===== src/rtl/line_buffer_ctrl.sv =====
// line_buffer_ctrl: sequences the var_len_shift_ram line buffer, gating CE by the pixel stream and flagging valid KxK windows.
// Optional stride-2 window decimation is built in when LB_CTRL_STRIDE2_EN is defined.
module line_buffer_ctrl #(
  parameter int KERNEL_SIZE = 5,
  parameter int DIM_WIDTH = 8
) (
  input  logic                 clk,
  input  logic                 rst_n,
  input  logic                 start,
  input  logic [DIM_WIDTH-1:0] cfg_fm_width,
  input  logic [DIM_WIDTH-1:0] cfg_fm_height,
  input  logic [2:0]           cfg_kernel_size,
  input  logic                 cfg_lb_mod,
`ifdef LB_CTRL_STRIDE2_EN
  input  logic                 cfg_stride2,
`endif
  input  logic                 in_valid,
  output logic                 in_ready,
  input  logic                 out_ready,
  output logic                 lb_enable,
  output logic                 lb_mod,
  output logic [2:0]           lb_kernel_size,
  output logic [7:0]           lb_shift_depth,
  output logic                 win_valid,
  output logic [DIM_WIDTH-1:0] win_row,
  output logic [DIM_WIDTH-1:0] win_col,
  output logic                 busy,
  output logic                 done,
  output logic                 cfg_err
);
  typedef enum logic [1:0] {IDLE, RUN, FLUSH} state_t;
  state_t state, nxt;
  logic [DIM_WIDTH-1:0] fm_width, fm_height, row, col, km1, dr, dc, sd;
  logic [DIM_WIDTH:0] cfg_w_dec, w_dec, cfg_k_ext;
  logic stride2, cfg_bad, accept, last_col, last_row, win_hit;
  // A width field of zero encodes the full 2^DIM_WIDTH columns
  assign cfg_w_dec = (cfg_fm_width == '0) ? {1'b1, {DIM_WIDTH{1'b0}}} : {1'b0, cfg_fm_width};
  assign w_dec = (fm_width == '0) ? {1'b1, {DIM_WIDTH{1'b0}}} : {1'b0, fm_width};
  assign cfg_k_ext = (DIM_WIDTH+1)'(cfg_kernel_size);
  assign cfg_bad = !(cfg_kernel_size == 3'd3 || cfg_kernel_size == 3'd5) || int'(cfg_kernel_size) > KERNEL_SIZE ||
                   cfg_w_dec < cfg_k_ext || {1'b0, cfg_fm_height} < cfg_k_ext;
  assign sd = cfg_fm_width - DIM_WIDTH'(2);
  assign km1 = DIM_WIDTH'(lb_kernel_size - 3'd1);
  assign last_col = {1'b0, col} == w_dec - (DIM_WIDTH+1)'(1);
  assign last_row = row == fm_height - DIM_WIDTH'(1);
  assign dr = row - km1;
  assign dc = col - km1;
  assign win_hit = accept && row >= km1 && col >= km1 && (!stride2 || !(dr[0] | dc[0]));
`ifndef LB_CTRL_STRIDE2_EN
  assign stride2 = 1'b0;
`endif
  always_ff @(posedge clk or negedge rst_n) begin
    if (!rst_n) state <= IDLE;
    else state <= nxt;
  end
  always_comb begin
    nxt = state == IDLE ? ((start && !cfg_bad) ? RUN : IDLE) :
          state == RUN  ? ((accept && last_col && last_row) ? FLUSH : RUN) : IDLE;
  end
  always_comb begin
    in_ready = state == RUN && out_ready;
    accept = in_ready && in_valid;
    lb_enable = accept;
    busy = state == RUN;
  end
  always_ff @(posedge clk or negedge rst_n) begin
    if (!rst_n) begin
      fm_width <= '0;
      fm_height <= '0;
      lb_kernel_size <= '0;
      lb_mod <= 1'b0;
      lb_shift_depth <= '0;
`ifdef LB_CTRL_STRIDE2_EN
      stride2 <= 1'b0;
`endif
      row <= '0;
      col <= '0;
      win_valid <= 1'b0;
      win_row <= '0;
      win_col <= '0;
      done <= 1'b0;
      cfg_err <= 1'b0;
    end else begin
      win_valid <= win_hit;
      done <= state == FLUSH;
      cfg_err <= state == IDLE && start && cfg_bad;
      if (state == IDLE && start) begin
        fm_width <= cfg_fm_width;
        fm_height <= cfg_fm_height;
        lb_kernel_size <= cfg_kernel_size;
        lb_mod <= cfg_lb_mod;
        lb_shift_depth <= 8'(sd);
`ifdef LB_CTRL_STRIDE2_EN
        stride2 <= cfg_stride2;
`endif
        row <= '0;
        col <= '0;
      end else if (accept) begin
        col <= last_col ? '0 : col + DIM_WIDTH'(1);
        if (last_col) row <= row + DIM_WIDTH'(1);
      end
      if (win_hit) begin
        win_row <= stride2 ? dr >> 1 : dr;
        win_col <= stride2 ? dc >> 1 : dc;
      end
    end
  end
endmodule


===== config.mk =====
export PLATFORM = sky130hd
export DESIGN_NAME = line_buffer_ctrl
export DESIGN_NICKNAME = d
export VERILOG_FILES = /design/src/rtl/line_buffer_ctrl.sv
export SDC_FILE = /design/constraint.sdc
export NUM_CORES = 1
export LEC_CHECK = 0
export CAP_MARGIN = 20
export CORE_AREA = 2 2 90 92
export CTS_CLUSTER_SIZE = 40
export DETAILED_ROUTE_END_ITERATION = 8
export DIE_AREA = 0 0 92 94
export PLACE_DENSITY_LB_ADDON = 0.1
export SETUP_SLACK_MARGIN = 0.05
export SLEW_MARGIN = 10
export SYNTH_ARGS = -nofsm -noshare
export SYNTH_HDL_FRONTEND = slang
export SYNTH_SLANG_ARGS = --single-unit

===== constraint.sdc =====
create_clock -name clk -period 8.5 [get_ports clk]
set_input_delay 1.7 -clock clk [delete_from_list [all_inputs] [get_ports clk]]
set_output_delay 1.7 -clock clk [all_outputs]
set_load 0.02 [all_outputs]

After elaboration in Yosys (flattened, before gate mapping). Cells that the tools add are included.

$add $sub $neg: 8. $lt $le $gt $ge: 5. Equality and inequality tests: 6. Reduce and logical (&&, ||, !) cells: 21. Muxes and demuxes: 12.

Operator list (count): $mux W8 (6); $mux W9 (2); $add A8 B1 Y8 const B (2); $ge A8 B8 Y1 (2); $logic_not A8 Y1 (2); $sub A8 B8 Y8 (2); $eq A8 B9 Y1 (1); $logic_and A1 B1 Y1 (9); $lt A9 B3 Y1 (1); $sub A9 B1 Y9 const B (1); $eq A8 B8 Y1 (1); $lt A8 B3 Y1 (1); $sub A8 B1 Y8 const B (1); $sub A8 B2 Y8 const B (1); $mux W2 (3); $logic_or A1 B1 Y1 (4); $reduce_bool A2 Y1 (2); $sub A3 B1 Y4 const B (1); $eq A3 B2 Y1 const B (1); $eq A3 B3 Y1 const B (1); $gt A3 B3 Y1 const B (1); $eq A2 B1 Y1 const B (1); $eq A2 B2 Y1 const B (1); $logic_not A1 Y1 (2); other kinds (3) (3).

Flip-flop bits (word level): 65. Output and inout port bits: 34.

Longest topological paths before layout. Gate-level depths: netlist of run 1.

Depth in word-level cells: 10. Mapped depth: 11. Gate-level depth less buffers: 10.

Worst setup path after synthesis of run 1. OpenSTA, ideal clock, no wires.

Kind: input to output. Start: input port out_ready. End: output port lb_enable. Buffers on the path: 0. Data required time: 6.800 ns. Arrival: 2.348 ns. Stages on the path: 3. Slack: 4.452 ns. Path through: and2_1 -> nand2_1 -> clkinv_1.

Cells in the longest elaborated chain, start to end: 2.

RTL lines: start, declared (RTL line 19) `input logic out_ready,`; $logic_and A1 B1 Y1 (RTL line 61) `in_ready = state == RUN && out_ready;`; $logic_and A1 B1 Y1 (RTL line 62) `accept = in_ready && in_valid;`; end, declared (RTL line 20) `output logic lb_enable,`.

No other way between the ends.

Final worst setup path of run 1. Ends and elaborated chain as after synthesis.

==> impl_metrics.ini, run 1 <==
[run_status]
status = complete, no violations

[logic_synthesis]
syn_area_um2 = 4120
synth_nets = 497
yosysMostFrequentCell = nand2_1
synth_top_area_share_pct = 38.8
postSynthAreaPerCell_um2 = 9.31
postSynth.asyncResetShare_pct = 100
ys.flop_type = dfrtp_1
synthTopCellsByArea = dfrtp_1 39%, ha_1 8.2%, nand2_1 6.4%, xor2_1 4.7%, mux2_2 4.1%
synth_commonest_cells = 70 x nand2_1, 64 x dfrtp_1, 27 x ha_1
syn_inst = 443
ys_types = 60
yosysSeqAreaShare_pct = 38.8
synth_edf_count = 0
yosysTopAreaCell = dfrtp_1
synth-warning-count = 0
ys_seq_elements = 64

[detailed_routing]
routedWlPerCell_um = 14.3
first_iter_violations = 228
drc = 0
vias_per_cell = 5.49
totalWireLength_mm = 8.67
drt-pass1-iter-count = 4
ant_nets = 0
vias = 3335

[power_and_ir_drop]
vdd_drop_max_v = 0.000197
p_leak_nw = 2.34
powerDensity_nw_per_um2 = 325

[floorplanning]
dieHeight_um = 94
die_w_um = 92
dieArea_um2 = 8650
core_um2 = 7610
row_count = 32
ioPinCount = 59
start_util_pct = 54.2

[setup_path]
worstSetupEndpointType = output port
cp-start-kind = input port
cp_max_fo = 9
crit_buf_inv = 3
path_class = input port to output port
crit_top_cell = clkdlybuf4s50_1
max_stage_delay_ns = 0.64
cp_top_family = buffers and inverters
worstPathRequired_ns = 6.80
cp.arrival_ns = 3.31
crit_chain = clkdlybuf4s50_1 -> and2_1 -> nand2_1 -> clkinv_1 -> clkdlybuf4s50_1
critPathSlowestCell = clkdlybuf4s50_1

[clock_tree]
clkTransAtPathRegs_ns = 0.07
clock-root-buffer = clkbuf_8
cts.hold.buffers_added = 0
numCtsBuffers = 9
clk_latency_ns = 0.33
post-cts-setup-buffer-count = 0
cts_resized = 0
cts_tree = built
htreeDepth = 3
clk_path_buf_depth = 2
clock_sinks = 64

[sta]
finalMaxSlewViolations = 0
max_freq_mhz = 200
hold_violations = 0
grt_setup_unrepaired = false
setup_ws_ns = 3.49
setup_viol = 0
fin_crit_sh_pct = 59.0
period_minus_slack_ns = 5.01
clock_skew_ns = 0.00930
tightest_slew_ns = 0.952
fin_tns_setup_ns = 0
max_slew_margin_pct = 36.5

[min_path]
hp-class = flip-flop to flip-flop

[finish]
syn_to_final_growth_pct = 21.2
finalNonFillerCells = 608
multi_input_area_um2 = 2360
num_antenna_cells = 0
nets = 555
stdcell_area_um2 = 5000
drive_above_1_share_pct = 7.91
fillers = 642
regArea_um2 = 1600
post-route-util_pct = 65.7

[placement]
place_congestion = 0.867
dpl.hpwl_mm = 6.51
placed_area_um2 = 4780
portBuffers = 58
dp_slack_ns = 3.51
dpl.cell_count = 592

[run]
cap_viol_max_count = 0

[global_routing]
grt_use_total_pct = 21.9
grt_pass1_wl_mm = 15.2
grt_overflow_total = 0
grt_max_degree = 65
grt_pass1_vias = 3313
antenna_found_initial = 0
[per-layer routing]
layer  up-vias  share of wire, %  wire length [µm]  global-route usage, %
met1      1563                47              4060                   28.4
met4         0              0.87                75                   7.71
met3         6               4.7               411                   3.45
met5         -                 0                 0                      0
li1       1680                 -                 -                      -
met2        86                47              4120                   37.4
[cells in the final DEF, fill, tap and decap left out, types with 3 or more instances in the layout]
cell / n
or4_1: 3
nor3_1: 13
clkbuf_1: 3
nor2b_1: 5
clkbuf_8: 10
clkdlybuf4s50_1: 57
mux2i_1: 8
xor2_1: 22
dfrtp_1: 64
nand2_1: 70
and2_1: 6
nor4_1: 3
or3_1: 5
o211ai_1: 3
a22o_1: 3
a21o_1: 5
mux2_2: 15
o21ai_0: 26
xnor2_1: 15
nand3_1: 15
nand2b_1: 7
buf_4: 3
a21oi_1: 17
ha_1: 27
inv_1: 25
and3_1: 7
nor2_1: 14
nand4_1: 6
[sequential cells by signal, summed over array words and instances, names as in the netlist, 2 cells and up]
name / cells
lb_kernel_size: 3
fm_height: 8
lb_shift_depth: 7
win_col: 8
col: 8
fm_width: 8
win_row: 8
row: 8
state: 2
[layout make-up]
class	instances	area share (%)
clock buffer	13	2.98
clock inverter	3	1.30
inverter	26	1.95
multi-input combinational	339	47.2
sequential	64	32.1
tap	102	2.55
timing repair buffer	61	12.0
[report_power, final]
group / internal [W] / switching [W]
Combinational: 0.000386 / 0.000462
Clock: 0.000173 / 0.000111
Sequential: 0.000395 / 0.0000987
[kinds of logic (layout without fill, tap and decap cells)]
kind of cell | after synthesis | count (layout) | synth area share [%]
AOI/OAI and AO/OA | 82 | 82 | 13.1
xor gates and xnor gates | 37 | 37 | 7.86
adders and majority gates | 29 | 29 | 9.17
buffers and inverters | 40 | 103 | 3.98
DFF | 64 | 64 | 38.8
muxes | 23 | 23 | 6.04
and+or+nand+nor | 168 | 168 | 21.0
[worst paths after layout]
check                                              start                 endpoint  slack [ns]  cells after the start
setup / recovery                               out_ready                lb_enable        3.49                      5
hold / removal                        state[0]$_DFF_PN0_           done$_DFF_PN0_        0.45                      1
setup reg to reg           lb_kernel_size[2]$_DFFE_PN0P_   win_col[3]$_DFFE_PN0P_        5.55                      8
hold reg to reg                       state[0]$_DFF_PN0_           done$_DFF_PN0_        0.45                      1
max in group asynchronous                          rst_n  fm_width[6]$_DFFE_PN0P_        6.43                      2
min in group asynchronous                          rst_n   win_col[3]$_DFFE_PN0P_        1.54                      2
[stage by stage]
step	hold WS, ns	total power (W)
after detailed placement	0.444	0.00135
after global routing	0.468	0.00177
after global placement	0.441	0.00133
after floorplan	0.418	0.00110
final	0.448	0.00163
after CTS	0.446	0.00164
Note: power is estimated with default switching activity, not from simulation.
==> run 2: changes to the inputs <==
Settings changed: CORE_AREA 2 2 90 92 to 2 2 94 96, DIE_AREA 0 0 92 94 to 0 0 96 98.
Clock period 8.5 ns to 4.4 ns, I/O delays scaled along.
==> impl_metrics.ini, run 2 (synthesis results as in run 1) <==
[sta]
tightest_slew_ns = 0.769
hold_violations = 0
max_slew_margin_pct = 48.7
setup_ws_ns = 1.02
fin_crit_sh_pct = 76.9
whs_ns = 0.459
fin_tns_setup_ns = 0
grt_setup_unrepaired = false
clock_skew_ns = 0.0137
max_freq_mhz = 295
setup_viol = 0
finalMaxSlewViolations = 0
period_minus_slack_ns = 3.38

[clock_tree]
cts.hold.buffers_added = 0
cts_resized = 0
post-cts-setup-buffer-count = 0
clk_path_buf_depth = 2
clk_latency_ns = 0.35
htreeDepth = 3
clock_sinks = 64
clkTransAtPathRegs_ns = 0.07
cts_tree = built
numCtsBuffers = 9
clock-root-buffer = clkbuf_8

[min_path]
min_from = state[0]$_DFF_PN0_
hp-class = flip-flop to flip-flop

[power_and_ir_drop]
p_leak_nw = 2.34
powerDensity_nw_per_um2 = 622
vdd_drop_max_v = 0.000257

[global_routing]
grt_overflow_total = 0
grt_pass1_wl_mm = 15.8
antenna_found_initial = 0
grt_pass1_vias = 3428
grt_use_total_pct = 21.2
grt_max_degree = 35

[finish]
finalNonFillerCells = 615
nets = 556
num_antenna_cells = 0
post-route-util_pct = 59.0
final_cell_mix = 70 x nand2_1, 64 x dfrtp_1, 57 x clkdlybuf4s50_1
drive_above_1_share_pct = 8.68
fillers = 782
final_common_cell = nand2_1
syn_to_final_growth_pct = 21.1

[detailed_routing]
vias_per_cell = 5.45
first_iter_violations = 101
drc = 0
drt-pass1-iter-count = 4
vias = 3349
routedWlPerCell_um = 14.8
totalWireLength_mm = 9.10
ant_nets = 0

[setup_path]
crit_top_cell = clkdlybuf4s50_1
crit_chain = clkdlybuf4s50_1 -> and2_1 -> nand2_1 -> clkinv_1 -> clkdlybuf4s50_1
critPathSlowestCell = clkdlybuf4s50_1
path_class = input port to output port
cp-startpoint = out_ready
cp_top_family = buffers and inverters
cp-start-kind = input port
cp_max_fo = 9
worstPathRequired_ns = 3.52
crit_buf_inv = 3
crit-reg2reg-launch = lb_kernel_size[2]$_DFFE_PN0P_
cp.arrival_ns = 2.50
worstSetupEndpointType = output port
max_stage_delay_ns = 0.64

[floorplanning]
row_count = 34
ioPinCount = 59
dieHeight_um = 98
core_um2 = 8470
dieArea_um2 = 9410
die_w_um = 96
start_util_pct = 48.7

[placement]
dp_slack_ns = 1.02
portBuffers = 58
dpl.cell_count = 599
dpl.hpwl_mm = 6.98
place_congestion = 0.842

[run_status]
status = complete, no violations

[run]
cap_viol_max_count = 0
## run 2: cell types whose count changed in the layout (fill, tap and decap cells not counted), sizes merged
| cell | before | now |
|---|---|---|
| buf | 4 | 5 |
| bufinv | 2 | 1 |
| clkbuf | 13 | 9 |
| clkinv | 2 | 5 |
| clkinvlp | 0 | 2 |
## run 2: path summary, 6_finish.rpt
check	end	slack, ns	cells after the start
worst max-delay path	lb_enable	1.02	5
worst min-delay path	done$_DFF_PN0_	0.46	1
worst max register to register	win_row[1]$_DFFE_PN0P_	1.47	8
worst min register to register	done$_DFF_PN0_	0.46	1
max in group asynchronous	fm_height[2]$_DFFE_PN0P_	2.89	2
min in group asynchronous	win_row[3]$_DFFE_PN0P_	0.60	1
## run 2: final cells by class
cell class                      count  area [µm²]  share of cell area (%)
Clock buffer                        9         124                    2.48
Tap cell                          108         135                    2.71
Sequential cell                    64        1600                    32.1
Clock inverter                      7        72.6                    1.45
Inverter                           26        97.6                    1.95
Timing Repair Buffer               62         606                    12.1
Multi-Input combinational cell    339        2360                    47.2
## run 2: worst reg2reg max path, cell delays in order (launching register included)
cell and delay (ns):
dfrtp_1 0.45, or3_1 0.57, ha_1 0.43, a21oi_1 0.12, o21ai_0 0.30, o211ai_1 0.14
a211oi_2 0.18, buf_4 0.27, mux2_2 0.37
## run 2: stage by stage
step                      total power (W)  area [µm²]
after floorplan                   0.00213        4120
after global placement            0.00258        4800
after detailed placement          0.00262        4800
after CTS                         0.00314        4990
after global routing              0.00337        4990
final                             0.00311        4990
## run 2: power breakdown
part / internal (W) / switching [W] / leakage [nW]
combinational: 0.000747 / 0.000902 / 1.41
sequential: 0.000763 / 0.000190 / 0.828
clock: 0.000261 / 0.000243 / 0.0952
total: 0.00177 / 0.00134 / 2.34
## run 2: routing by layer
metal  vias up  part of all wire (%)  track usage, %
met3        11                   5.6            4.71
met2        97                    46            34.2
met4         0                   1.5            7.80
met1      1546                    47            27.5
met5         -                     0               0
li1       1695                     -               -
==> run 3: changes to the inputs <==
Settings changed: CORE_AREA 2 2 94 96 to 2 2 90 92, DIE_AREA 0 0 96 98 to 0 0 92 94.
Clock period 4.4 ns to 3.2 ns, I/O delays scaled along.
==> impl_metrics.ini, run 3 (synthesis results as in run 1) <==
[detailed_routing]
drt-pass1-iter-count = 4
first_iter_violations = 152
totalWireLength_mm = 9.34
routedWlPerCell_um = 15.3
vias_per_cell = 5.55
vias = 3388
drc = 0
ant_nets = 0

[finish]
syn_to_final_growth_pct = 21.6
multi_input_area_um2 = 2360
final_common_cell = nand2_1
fillers = 632
final_cell_mix = 70 x nand2_1, 64 x dfrtp_1, 57 x clkdlybuf4s50_1
num_antenna_cells = 0
finalNonFillerCells = 610
nets = 557
regArea_um2 = 1600
drive_above_1_share_pct = 8.66

[floorplanning]
row_count = 32
core_um2 = 7610
start_util_pct = 54.2
ioPinCount = 59
dieHeight_um = 94
dieArea_um2 = 8650
die_w_um = 92

[placement]
dpl.cell_count = 594
portBuffers = 58
dpl.hpwl_mm = 6.88
place_congestion = 0.862

[sta]
hold_violations = 0
max_slew_margin_pct = 46.4
clock_skew_ns = 0.00959
finalMaxSlewViolations = 0
fin_crit_sh_pct = 89.8
fin_tns_setup_ns = 0
setup_viol = 0
grt_setup_unrepaired = false
whs_ns = 0.442
tightest_slew_ns = 0.805
period_minus_slack_ns = 2.87
max_freq_mhz = 348

[setup_path]
worstSetupEndpointType = flip-flop
cp_top_family = compound AO/OA/AOI/OAI gates
cp-start-kind = flip-flop
max_stage_delay_ns = 0.58
critPathSlowestCell = or3_1
worstPathRequired_ns = 3.42
cp_max_fo = 17
cp.arrival_ns = 3.09
crit_buf_inv = 1
crit_chain = or3_1 -> ha_1 -> a21oi_1 -> o21ai_1 -> o211ai_1 -> a211oi_2 -> buf_4 -> mux2_2
path_class = flip-flop to flip-flop

[power_and_ir_drop]
vdd_drop_max_v = 0.000436
p_leak_nw = 2.36
power_w = 0.00440
powerDensity_nw_per_um2 = 877

[clock_tree]
htreeDepth = 3
clk_path_buf_depth = 2
clock-root-buffer = clkbuf_8
clock_sinks = 64
clk_latency_ns = 0.34
cts.hold.buffers_added = 0
clkTransAtPathRegs_ns = 0.07
numCtsBuffers = 9
cts_tree = built

[min_path]
hp-class = flip-flop to flip-flop

[global_routing]
grt_pass1_wl_mm = 15.9
grt_use_total_pct = 23.4
grt_pass1_vias = 3355
grt_overflow_total = 0
antenna_found_initial = 0
grt_max_degree = 65

[run_status]
status = complete, no violations

[run]
cap_viol_max_count = 0
[run 3: path summary, 6_finish.rpt]
| kind | startpoint | to | slack (ns) | depth (start not counted) |
|---|---|---|---|---|
| setup / recovery | lb_kernel_size[2]$_DFFE_PN0P_ | win_col[3]$_DFFE_PN0P_ | 0.33 | 8 |
| setup reg to reg | lb_kernel_size[2]$_DFFE_PN0P_ | win_col[3]$_DFFE_PN0P_ | 0.33 | 8 |
| hold reg to reg | state[0]$_DFF_PN0_ | done$_DFF_PN0_ | 0.44 | 1 |
| min in group asynchronous | rst_n | col[5]$_DFFE_PN0P_ | 0.48 | 2 |
| max in group asynchronous | rst_n | fm_width[0]$_DFFE_PN0P_ | 2.20 | 2 |
| hold / removal | state[0]$_DFF_PN0_ | done$_DFF_PN0_ | 0.44 | 1 |
[run 3: report_power, final]
part	switching, W	leakage [nW]	total (W)	internal, W
logic	0.00128	1.42	0.00232	0.00105
registers	0.000267	0.828	0.00132	0.00105
clock network	0.000313	0.113	0.000758	0.000445
total	0.00186	2.36	0.00440	0.00254
[run 3: through the flow]
| stage | worst slack [ns] | area (µm²) | utilization [%] |
|---|---|---|---|
| after global routing | 0.123 | 5010 | 65.9 |
| after detailed placement | 0.262 | 4800 | 63.1 |
| after CTS | 0.236 | 5010 | 65.9 |
| final | 0.326 | 5010 | 65.9 |
| after floorplan | 0.132 | 4120 | - |
| after global placement | 0.391 | 4800 | 63.1 |
[run 3: layer usage]
metal	up-vias	GRT usage [%]	share of wire, %	routed length (µm)
met5	-	0	0	0
met4	0	9.70	1.9	180
met3	13	4.98	4.0	370
met2	78	37.6	47	4360
met1	1610	30.9	47	4430
li1	1687	-	-	-
[run 3: final cells by class]
type,instances,share of cell area [%]
Clock buffer,14,3.64
Clock inverter,2,0.699
Inverter,26,1.95
Multi-Input combinational cell,339,47.0
Sequential cell,64,31.9
Tap cell,102,2.54
Timing Repair Buffer,63,12.2
[run 3: timing repair]
action	in CTS	in global routing
resized for setup	0	1
setup buffers	0	0
setup endpoints to repair	0	14
